$ cat config.mk
export PLATFORM = sky130hd
export DESIGN_NAME = poly_tone_synth
export DESIGN_NICKNAME = d
export VERILOG_FILES = /design/src/rtl/piano_tone_pkg.sv /design/src/rtl/tone_osc.sv /design/src/rtl/poly_tone_synth.sv
export SDC_FILE = /design/constraint.sdc
export NUM_CORES = 1
export LEC_CHECK = 0
export CAP_MARGIN = 15
export CELL_PAD_IN_SITES_DETAIL_PLACEMENT = 2
export CELL_PAD_IN_SITES_GLOBAL_PLACEMENT = 2
export CORE_MARGIN = 5
export CORE_UTILIZATION = 44
export DETAILED_ROUTE_END_ITERATION = 8
export PLACE_DENSITY = 0.88
export RECOVER_POWER = 100
export REMOVE_ABC_BUFFERS = 1
export SLEW_MARGIN = 15
export SYNTH_ARGS = -nofsm -noshare
export SYNTH_HDL_FRONTEND = slang
export SYNTH_HIERARCHICAL = 1
export SYNTH_SLANG_ARGS = --single-unit
$ cat constraint.sdc
create_clock -name CLOCK_50 -period 7.9 [get_ports CLOCK_50]
set_input_delay 1.58 -clock CLOCK_50 [delete_from_list [all_inputs] [get_ports CLOCK_50]]
set_output_delay 1.58 -clock CLOCK_50 [all_outputs]
set_load 0.1 [all_outputs]
$ cat src/rtl/piano_tone_pkg.sv
// ============================================================================
// Module      : piano_tone_pkg
// Description : Shared constants and types for the polyphonic tone synth.
// Revision    : 1.0 - initial release
// ============================================================================
`default_nettype none

package piano_tone_pkg;

    localparam int CNT_W = 19;

    // Half periods in 50 MHz clocks for C4..D6; element k is note k.
    localparam logic [15:0][CNT_W-1:0] HALF_PERIOD = {
        19'd21284, 19'd23889, 19'd25310, 19'd28409,
        19'd31888, 19'd35793, 19'd37922, 19'd42568,
        19'd47778, 19'd50620, 19'd56818, 19'd63775,
        19'd71586, 19'd75842, 19'd85132, 19'd95554
    };

    typedef enum logic [0:0] {
        SCAN = 1'b0,
        OUT  = 1'b1
    } state_e;

endpackage

`default_nettype wire

$ cat src/rtl/tone_osc.sv
// ============================================================================
// Module      : tone_osc
// Description : Square-wave half-period counter with phase flop.
// Revision    : 1.0 - initial release
// ============================================================================
`default_nettype none

module tone_osc
    import piano_tone_pkg::*;
(
    input  logic             clk,
    input  logic             resetn,
    input  logic             hold,
    input  logic [CNT_W-1:0] half_period,
    output logic             phase
);

    logic [CNT_W-1:0] cnt_q;
    logic             phase_q;

    // >= rather than == so a shrinking half period wraps immediately.
    always_ff @(posedge clk or negedge resetn) begin
        if (!resetn) begin
            cnt_q   <= '0;
            phase_q <= 1'b1;
        end else if (hold) begin
            cnt_q   <= '0;
            phase_q <= 1'b1;
        end else if (cnt_q >= half_period) begin
            cnt_q   <= '0;
            phase_q <= ~phase_q;
        end else begin
            cnt_q   <= cnt_q + 1'b1;
        end
    end

    assign phase = phase_q;

endmodule

`default_nettype wire

$ cat src/rtl/poly_tone_synth.sv
// ============================================================================
// Module      : poly_tone_synth
// Description : Polyphonic square-wave synth with voicing, envelopes, mixer.
// Revision    : 1.0 - initial release
// ============================================================================
`default_nettype none

module poly_tone_synth
    import piano_tone_pkg::*;
#(
    parameter int NUM_KEYS     = 10,
    parameter int NUM_VOICES   = 4,
    parameter int GAIN_W       = 8,
    parameter int AMP_SHIFT    = 16,
    parameter int ATTACK_STEP  = 8,
    parameter int RELEASE_STEP = 2
) (
    input  logic                              CLOCK_50,
    input  logic                              resetn,
    input  logic [NUM_KEYS-1:0]               keys,
    input  logic [1:0]                        octave_shift,
    input  logic                              sample_ready,
    output logic                              sample_valid,
    output logic signed [31:0]                sample,
    output logic [$clog2(NUM_VOICES+1)-1:0]   active_voices
);

    localparam int KW    = (NUM_KEYS > 1) ? $clog2(NUM_KEYS) : 1;
    localparam int VW    = $clog2(NUM_VOICES + 1);
    localparam int ACC_W = (GAIN_W + AMP_SHIFT + 6 > 36) ? GAIN_W + AMP_SHIFT + 6 : 36;
    localparam logic [GAIN_W-1:0]       GAIN_MAX = '1;
    localparam logic signed [ACC_W-1:0] SAT_HI   = ACC_W'(2147483647);
    localparam logic signed [ACC_W-1:0] SAT_LO   = ~SAT_HI;

    logic [NUM_KEYS-1:0]     sync1_q, pressed_q, elig_q, voiced_q;
    logic [GAIN_W-1:0]       gain_q [NUM_KEYS];
    logic [GAIN_W-1:0]       gain_d [NUM_KEYS];
    state_e                  state_q;
    logic [KW-1:0]           k_q;
    logic signed [ACC_W-1:0] acc_q, acc_d, amp;
    logic [VW-1:0]           vcnt_q, vcnt_d, active_q;
    logic                    valid_q, cur_voiced;
    logic signed [31:0]      sample_q, sample_d;
    logic [NUM_KEYS-1:0]     phase, hold, elig_now, elig_sel;
    logic [1:0]              shift;
    logic [GAIN_W:0]         gain_up;

    assign shift = (octave_shift == 2'd3) ? 2'd2 : octave_shift;

    generate
        for (genvar g = 0; g < NUM_KEYS; g++) begin : g_osc
            assign elig_now[g] = pressed_q[g] | (gain_q[g] != '0);
            assign hold[g]     = ~elig_now[g];
            tone_osc u_osc (
                .clk         (CLOCK_50),
                .resetn      (resetn),
                .hold        (hold[g]),
                .half_period (HALF_PERIOD[g] >> shift),
                .phase       (phase[g])
            );
        end
    endgenerate

    // Key 0 sees the live eligibility; later keys use the snapshot it took.
    always_comb begin
        elig_sel   = (k_q == '0) ? elig_now : elig_q;
        cur_voiced = elig_sel[k_q] && (vcnt_q < VW'(NUM_VOICES));
        amp        = $signed({{(ACC_W-GAIN_W){1'b0}}, gain_q[k_q]}) <<< AMP_SHIFT;
        acc_d      = acc_q;
        vcnt_d     = vcnt_q;
        if (cur_voiced) begin
            acc_d  = phase[k_q] ? acc_q + amp : acc_q - amp;
            vcnt_d = vcnt_q + 1'b1;
        end
        if (acc_d > SAT_HI)      sample_d = 32'sh7FFF_FFFF;
        else if (acc_d < SAT_LO) sample_d = 32'sh8000_0000;
        else                     sample_d = acc_d[31:0];
    end

    always_comb begin
        gain_up = '0;
        for (int k = 0; k < NUM_KEYS; k++) begin
            gain_d[k] = '0;
            if (voiced_q[k]) begin
                if (pressed_q[k]) begin
                    gain_up   = {1'b0, gain_q[k]} + (GAIN_W+1)'(ATTACK_STEP);
                    gain_d[k] = (gain_up > {1'b0, GAIN_MAX}) ? GAIN_MAX : gain_up[GAIN_W-1:0];
                end else begin
                    gain_d[k] = (gain_q[k] > GAIN_W'(RELEASE_STEP)) ?
                                gain_q[k] - GAIN_W'(RELEASE_STEP) : '0;
                end
            end
        end
    end

    always_ff @(posedge CLOCK_50 or negedge resetn) begin
        if (!resetn) begin
            sync1_q   <= '0;
            pressed_q <= '0;
            elig_q    <= '0;
            voiced_q  <= '0;
            state_q   <= SCAN;
            k_q       <= '0;
            acc_q     <= '0;
            vcnt_q    <= '0;
            valid_q   <= 1'b0;
            sample_q  <= '0;
            active_q  <= '0;
            for (int k = 0; k < NUM_KEYS; k++) gain_q[k] <= '0;
        end else begin
            sync1_q   <= keys;
            pressed_q <= sync1_q;
            case (state_q)
                SCAN: begin
                    if (k_q == '0) elig_q <= elig_now;
                    if (cur_voiced) voiced_q[k_q] <= 1'b1;
                    acc_q  <= acc_d;
                    vcnt_q <= vcnt_d;
                    if (k_q == KW'(NUM_KEYS - 1)) begin
                        state_q  <= OUT;
                        sample_q <= sample_d;
                        active_q <= vcnt_d;
                        valid_q  <= 1'b1;
                    end else begin
                        k_q <= k_q + 1'b1;
                    end
                end
                OUT: begin
                    if (sample_ready) begin
                        for (int k = 0; k < NUM_KEYS; k++) gain_q[k] <= gain_d[k];
                        voiced_q <= '0;
                        state_q  <= SCAN;
                        k_q      <= '0;
                        acc_q    <= '0;
                        vcnt_q   <= '0;
                        valid_q  <= 1'b0;
                    end
                end
                default: state_q <= SCAN;
            endcase
        end
    end

    assign sample_valid  = valid_q;
    assign sample        = sample_q;
    assign active_voices = active_q;

endmodule

`default_nettype wire
==> results of run 1 <==
==> cell usage after synthesis, types with 13 or more instances <==
cell type  instances  area (sq um)
a21oi_1          151           756
nand2b_1          40           250
o22ai_1           39           244
nor2b_1           17           106
dfrtp_1          359          8980
xnor2_1          153          1340
inv_1            283          1060
and4_1            15           131
buf_2             13          65.1
nor2_1           408          1530
o21ai_0          147           736
xor2_1           108           946
buf_4             16           120
and3_1            42           263
nand3_1          117           586
ha_1             275          3440
or4_1             18           135
clkbuf_1          81           304
a2111oi_0         17           149
nand4_1           56           350
o221ai_1          36           315
a21o_1            17           128
mux2i_1           39           390
buf_6             18           203
nor4_1            21           131
nor3_1            55           275
nand2_1          252           946
a211oi_1          19           143
mux2_2            20           225
==> through the flow <==
stage	setup slack, ns	instances	utilization [%]
3_5_place_dp	1.06	3807	46.0
3_3_place_gp	1.33	3807	46.0
5_1_grt	0.306	3894	48.4
2_1_floorplan	-3.51	2949	-
6_report	0.676	3894	48.4
4_1_cts	0.965	3894	48.7
==> placed cells by master, fill, tap and decap left out, types with 11 or more instances in the layout <==
cell and instances:
nor2_1 408, nor4_1 21, o21ai_0 147, a21o_1 17
dfrtp_1 357, xnor2_1 154, nor3_1 55, nand3_1 117
clkbuf_8 11, ha_1 275, dlygate4sd3_1 48, mux2_2 18
nand2b_1 40, a2111oi_0 16, nand4_1 57, inv_1 283
o22ai_1 39, clkbuf_1 15, clkbuf_16 48, nand2_1 252
a31oi_1 11, and3_1 42, a211oi_1 27, or4_1 18
a21oi_1 152, nor2b_1 17, o221ai_1 46, buf_4 16
xor2_1 108, clkinv_2 12, and4_1 15, conb_1 58
mux2i_1 39
==> layer usage <==
metal	routed length [um]	vias up	GRT usage, %
li1	-	10500	-
met1	40400	12300	34.9
met2	52200	608	55.9
met3	3590	304	3.96
met4	4150	0	12.0
met5	0	-	0
==> flip-flops by register name (all words and copies together) (netlist names), 3 cells and up <==
register,count
k_q,4
elig_q,10
sync1_q,10
pressed_q,10
g_osc.u_osc/cnt_q,190
g_osc.u_osc/phase,10
sample,17
acc_q,20
vcnt_q,3
gain_q,80
voiced_q,10
active_voices,3
==> cell type report <==
cell class	count	area, sq um	share of cell area [%]
clock buffers	67	1380	4.76
clock inverters	20	244	0.841
repair buffers	76	702	2.42
well taps	782	978	3.37
inverters	284	1070	3.67
flip-flops and latches	369	9250	31.9
multi-input cells	2296	15400	53.1
==> cells by family after synthesis <==
kind of cell / Yosys count / share of synthesized area, %
buf+inv: 423 / 7.39
xor+xnor: 263 / 8.75
flops: 369 / 34.8
mux: 67 / 2.96
simple gates: 1063 / 18.4
other cells: 2 / 0.0283
compound gates: 560 / 14.3
fa+ha+maj: 285 / 13.4
==> path summary, 6_finish.rpt <==
kind,startpoint,endpoint,slack (ns)
worst max-delay path,octave_shift[1],g_osc[9].u_osc/phase$_DFFE_PN1P_,0.68
worst min-delay path,sync1_q[3]$_DFF_PN0_,pressed_q[3]$_DFF_PN0_,0.35
worst max register to register,k_q[0]$_DFFE_PN0P_,sample[23]$_DFFE_PN0P_,0.83
worst min register to register,sync1_q[3]$_DFF_PN0_,pressed_q[3]$_DFF_PN0_,0.35
max in group asynchronous,resetn,gain_q[49]$_DFFE_PN0P_,2.54
min in group asynchronous,resetn,g_osc[8].u_osc/cnt_q[0]$_DFF_PN0_,2.65
==> power breakdown <==
part	switching (mW)	total [mW]	internal, mW
Sequential	1.09	3.56	2.47
Combinational	4.26	6.69	2.43
Clock	0.947	2.33	1.38
Total	6.30	12.6	6.29
==> critical path, stage by stage <==
cell and delay, ns:
dlygate4sd3_1 1.06, or2_0 1.24, inv_1 0.23, clkbuf_2 0.54
inv_1 0.23, ha_1 0.20, nand4_1 0.18, or4_1 0.57
o221ai_1 1.44, mux2_2 0.45
==> impl_metrics.toml, run 1 <==
[status]
status = "finished with violations"
violations = "capacitance limit, slew limit"

[finish]
drive_above_1_share_pct = 5.40
nFillCells = 6412
finalInstanceArea_sq_mm = 0.0290
nNetsFinal = 3365
syn_to_final_growth_pct = 9.29
diodes = 0

[place]
place_area_sq_mm = 0.0276
place_hpwl_mm = 64.3
place_congestion = 0.870
port_buffers = 50

[grt]
grt_pass1_vias = 27900
grt_pass1_wl_mm = 161
grt_max_degree = 153
antenna_found_initial = 0
overflow = 0
grtUsageTotal_pct = 30.0

[cts]
clk_pin_slew_ns = 0.06
cts_buffer_depth = 3
cts.sinks = 369
post_cts_resized = 0
htree_num_levels = 2
clockRootBuffer = "clkbuf_16"
ctsHoldBuffers = 0
clk_latency_ns = 0.62
numCtsBuffers = 47
cts_tree = "yes"
cts_setup_buffers = 0

[floorplan]
die_y_um = 256
die-width_um = 256
die_area_sq_mm = 0.0654
io_pins = 51
initial_core_util_pct = 44.2
core_area_sq_mm = 0.0600
rows = 90

[route]
vias_per_cell = 6.10
drt_iter0_markers = 1303
route.detailed.drc = 0
via_count = 23800
drt-pass1-iter-count = 5
routedWlPerCell_um = 25.8
wirelength_mm = 100
ant_nets = 0

[sta]
timing.fmax_mhz = 138
rsz0062_at_grt = "no"
period_share_pct = 91.4
relSlewSlack_pct = -215
final-hold-violation-count = 0
hold_ws_ns = 0.347
setup_viol = 0
final.setup.tns_ns = 0
fin_skew_ns = 0.0362
final.min_clock_period_ns = 7.22
slew_viol_final = 409
tightest_slew_ns = 4.72

[logic_synthesis]
ys_seq_area_share_pct = 34.8
synth_edf_count = 0
synth_seq_cells = 369
synth_area_sq_mm = 0.0266
synthFlopType = "dfrtp_1"
synthesis.instances = 3032
synth.distinct_cells = 87
async_flop_share_pct = 100
synth_area_per_cell_sq_um = 8.76
yosys_warnings = 6

[setup_path]
critical_path_class = "input port to flip-flop"
crit_path_end_kind = "flip-flop"
ff2ff_path_depth = 21
cp_max_fo = 20
required_ns = 8.44
crit_arrival_ns = 7.76
start_kind = "input port"

[pwr]
power_mw = 12.6
p_leak_nw = 13.4
powerDensity_mw_per_mm2 = 434
max-vdd-ir-drop_v = 0.000433

[min_path]
hold_class = "flip-flop to flip-flop"
whs_path_depth = 0

[flow_run]
drv_cap = 13
(Power assumes the default switching activity.)
==> inputs of run 2 (changes only) <==
==> constraint.sdc (replaced) <==
create_clock -name CLOCK_50 -period 9 [get_ports CLOCK_50]
set_input_delay 1.8 -clock CLOCK_50 [delete_from_list [all_inputs] [get_ports CLOCK_50]]
set_output_delay 1.8 -clock CLOCK_50 [all_outputs]
set_load 0.01 [all_outputs]
==> run 2 against run 1 <==
Against the previous run:
- the flow still finishes with violations (capacitance limit, slew limit)
- count of clock-buffer cells in the layout increased by 11
- die area stayed put
- final cell count fell by 0.13%
==> impl_metrics.toml, run 2 (synthesized netlist as in run 1, its figures left out) <==
[floorplan]
core_area_sq_mm = 0.0600
die_y_um = 256
die-width_um = 256
die_area_sq_mm = 0.0654
initial_core_util_pct = 44.2
io_pins = 51
rows = 90

[sta]
tightest_slew_ns = 5.93
slew_viol_final = 463
rsz0062_at_grt = "no"
final.min_clock_period_ns = 8.21
relSlewSlack_pct = -295
period_share_pct = 91.2
timing.fmax_mhz = 122
final.setup.tns_ns = 0
final-hold-violation-count = 0
fin_skew_ns = 0.0236
setup_viol = 0
worst_slack_ns = 0.792

[setup_path]
ff2ff_setup_slack_ns = 1.17
crit_arrival_ns = 8.73
path_cells = "dlygate4sd3_1, inv_1, nand2_1, clkbuf_1, inv_1, clkbuf_1, inv_1, ha_1, nand4_1, or4_1, o221ai_1, mux2_2"
required_ns = 9.52
cp_max_fo = 24
critical_path_class = "input port to flip-flop"
crit_path_end_kind = "flip-flop"
critPathMaxStageDelay_ns = 1.36
cp_common_cell = "inv_1"
start_kind = "input port"
slowest_stage = "clkbuf_1"

[cts]
clockRootBuffer = "clkbuf_16"
clk_latency_ns = 0.61
post_cts_resized = 0
clk_pin_slew_ns = 0.06
ctsHoldBuffers = 0
cts_setup_buffers = 0
cts_buffer_depth = 3
cts.sinks = 369
cts_tree = "yes"
htree_num_levels = 2
numCtsBuffers = 46

[finish]
nNetsFinal = 3361
finalInstanceArea_sq_mm = 0.0289
drive_above_1_share_pct = 5.21
largest-register = "g_osc.u_osc/cnt_q"
fin_cells = 3889
reg.largest.list = "g_osc.u_osc/cnt_q (190), gain_q (80), acc_q (20)"
syn_to_final_growth_pct = 8.95
layout_commonest_cell = "nor2_1"
largest_register_ffs = 190
diodes = 0
final_cell_mix = "nor2_1, dfrtp_1, inv_1"

[route]
routedWlPerCell_um = 25.9
ant_nets = 0
route.detailed.drc = 0
drt-pass1-iter-count = 6
drt_iter0_markers = 1190
via_count = 23600
vias_per_cell = 6.08
wirelength_mm = 101

[grt]
grtUsageTotal_pct = 29.9
grt_max_degree = 155
grt_pass1_vias = 27500
overflow = 0
antenna_found_initial = 1
grt_pass1_wl_mm = 159

[place]
pre_cts_slack_ns = 1.80
dpl.cell_count = 3804
place_congestion = 0.867
place_area_sq_mm = 0.0276
place_hpwl_mm = 62.7
port_buffers = 50

[pwr]
max-vdd-ir-drop_v = 0.000287
powerDensity_mw_per_mm2 = 362
p_leak_nw = 13.3
power_mw = 10.5

[flow_run]
drv_cap = 12

[status]
status = "finished with violations"
violations = "capacitance limit, slew limit"

[min_path]
hold_class = "flip-flop to flip-flop"
==> run 2: changes by cell type in the layout (fill, tap and decap cells not counted), moves of 2 or more <==
cell       previous run  this run
bufinv_16             5         1
o221ai_2              0         3
clkinv_2             12         6
o221ai_1             46        43
clkbuf_8             11        14
inv_6                 2         0
clkbuf_1             15        21
==> run 2: routing by layer <==
layer / wire length (um) / global-route usage (%) / vias to the layer above
li1: - / - / 10500
met4: 4770 / 13.7 / 0
met2: 52800 / 55.5 / 573
met3: 3760 / 4.96 / 320
met1: 39400 / 33.5 / 12200
met5: 0 / 0 / -
==> run 2: area by class of cell <==
class                   count  area [sq um]
clock inverters             7          60.1
multi-input cells        2296         15400
repair buffers             73           676
clock buffers              78          1480
inverters                 284          1070
fillers                  6440         31100
flip-flops and latches    369          9250
well taps                 782           978
==> run 2: worst paths after layout <==
check,from,to,cells past startpoint
worst max-delay path,octave_shift[1],g_osc[0].u_osc/phase$_DFFE_PN1P_,12
max in group asynchronous,resetn,g_osc[7].u_osc/cnt_q[6]$_DFF_PN0_,1
worst max register to register,k_q[0]$_DFFE_PN0P_,sample[19]$_DFFE_PN0P_,21
min in group asynchronous,resetn,g_osc[8].u_osc/cnt_q[6]$_DFF_PN0_,1
worst min register to register,sync1_q[2]$_DFF_PN0_,pressed_q[2]$_DFF_PN0_,0
worst min-delay path,sync1_q[2]$_DFF_PN0_,pressed_q[2]$_DFF_PN0_,0
==> run 2: power by group <==
part           internal [mW]  switching, mW  leakage [nW]  total, mW
clock network           1.14          0.814         0.760       1.95
registers               2.17          0.958          4.68       3.13
logic                   2.14           3.24          7.89       5.38
total                   5.45           5.01          13.3       10.5
==> run 2: per-stage QoR <==
| step | hold WS, ns | utilization [%] |
|---|---|---|
| global placement | 0.334 | 45.9 |
| floorplan | 0.331 | - |
| detailed placement | 0.338 | 45.9 |
| CTS | 0.351 | 48.5 |
| global route | 0.363 | 48.2 |
| finish | 0.349 | 48.2 |
==> run 2: critical path: cells and delay by family <==
| family | cells | cell delay [ns] |
|---|---|---|
| adders and majority gates | 1 | 0.39 |
| AOI/OAI and AO/OA | 1 | 1.36 |
| buffers and inverters | 6 | 3.91 |
| muxes | 1 | 0.45 |
| and+or+nand+nor | 3 | 0.76 |
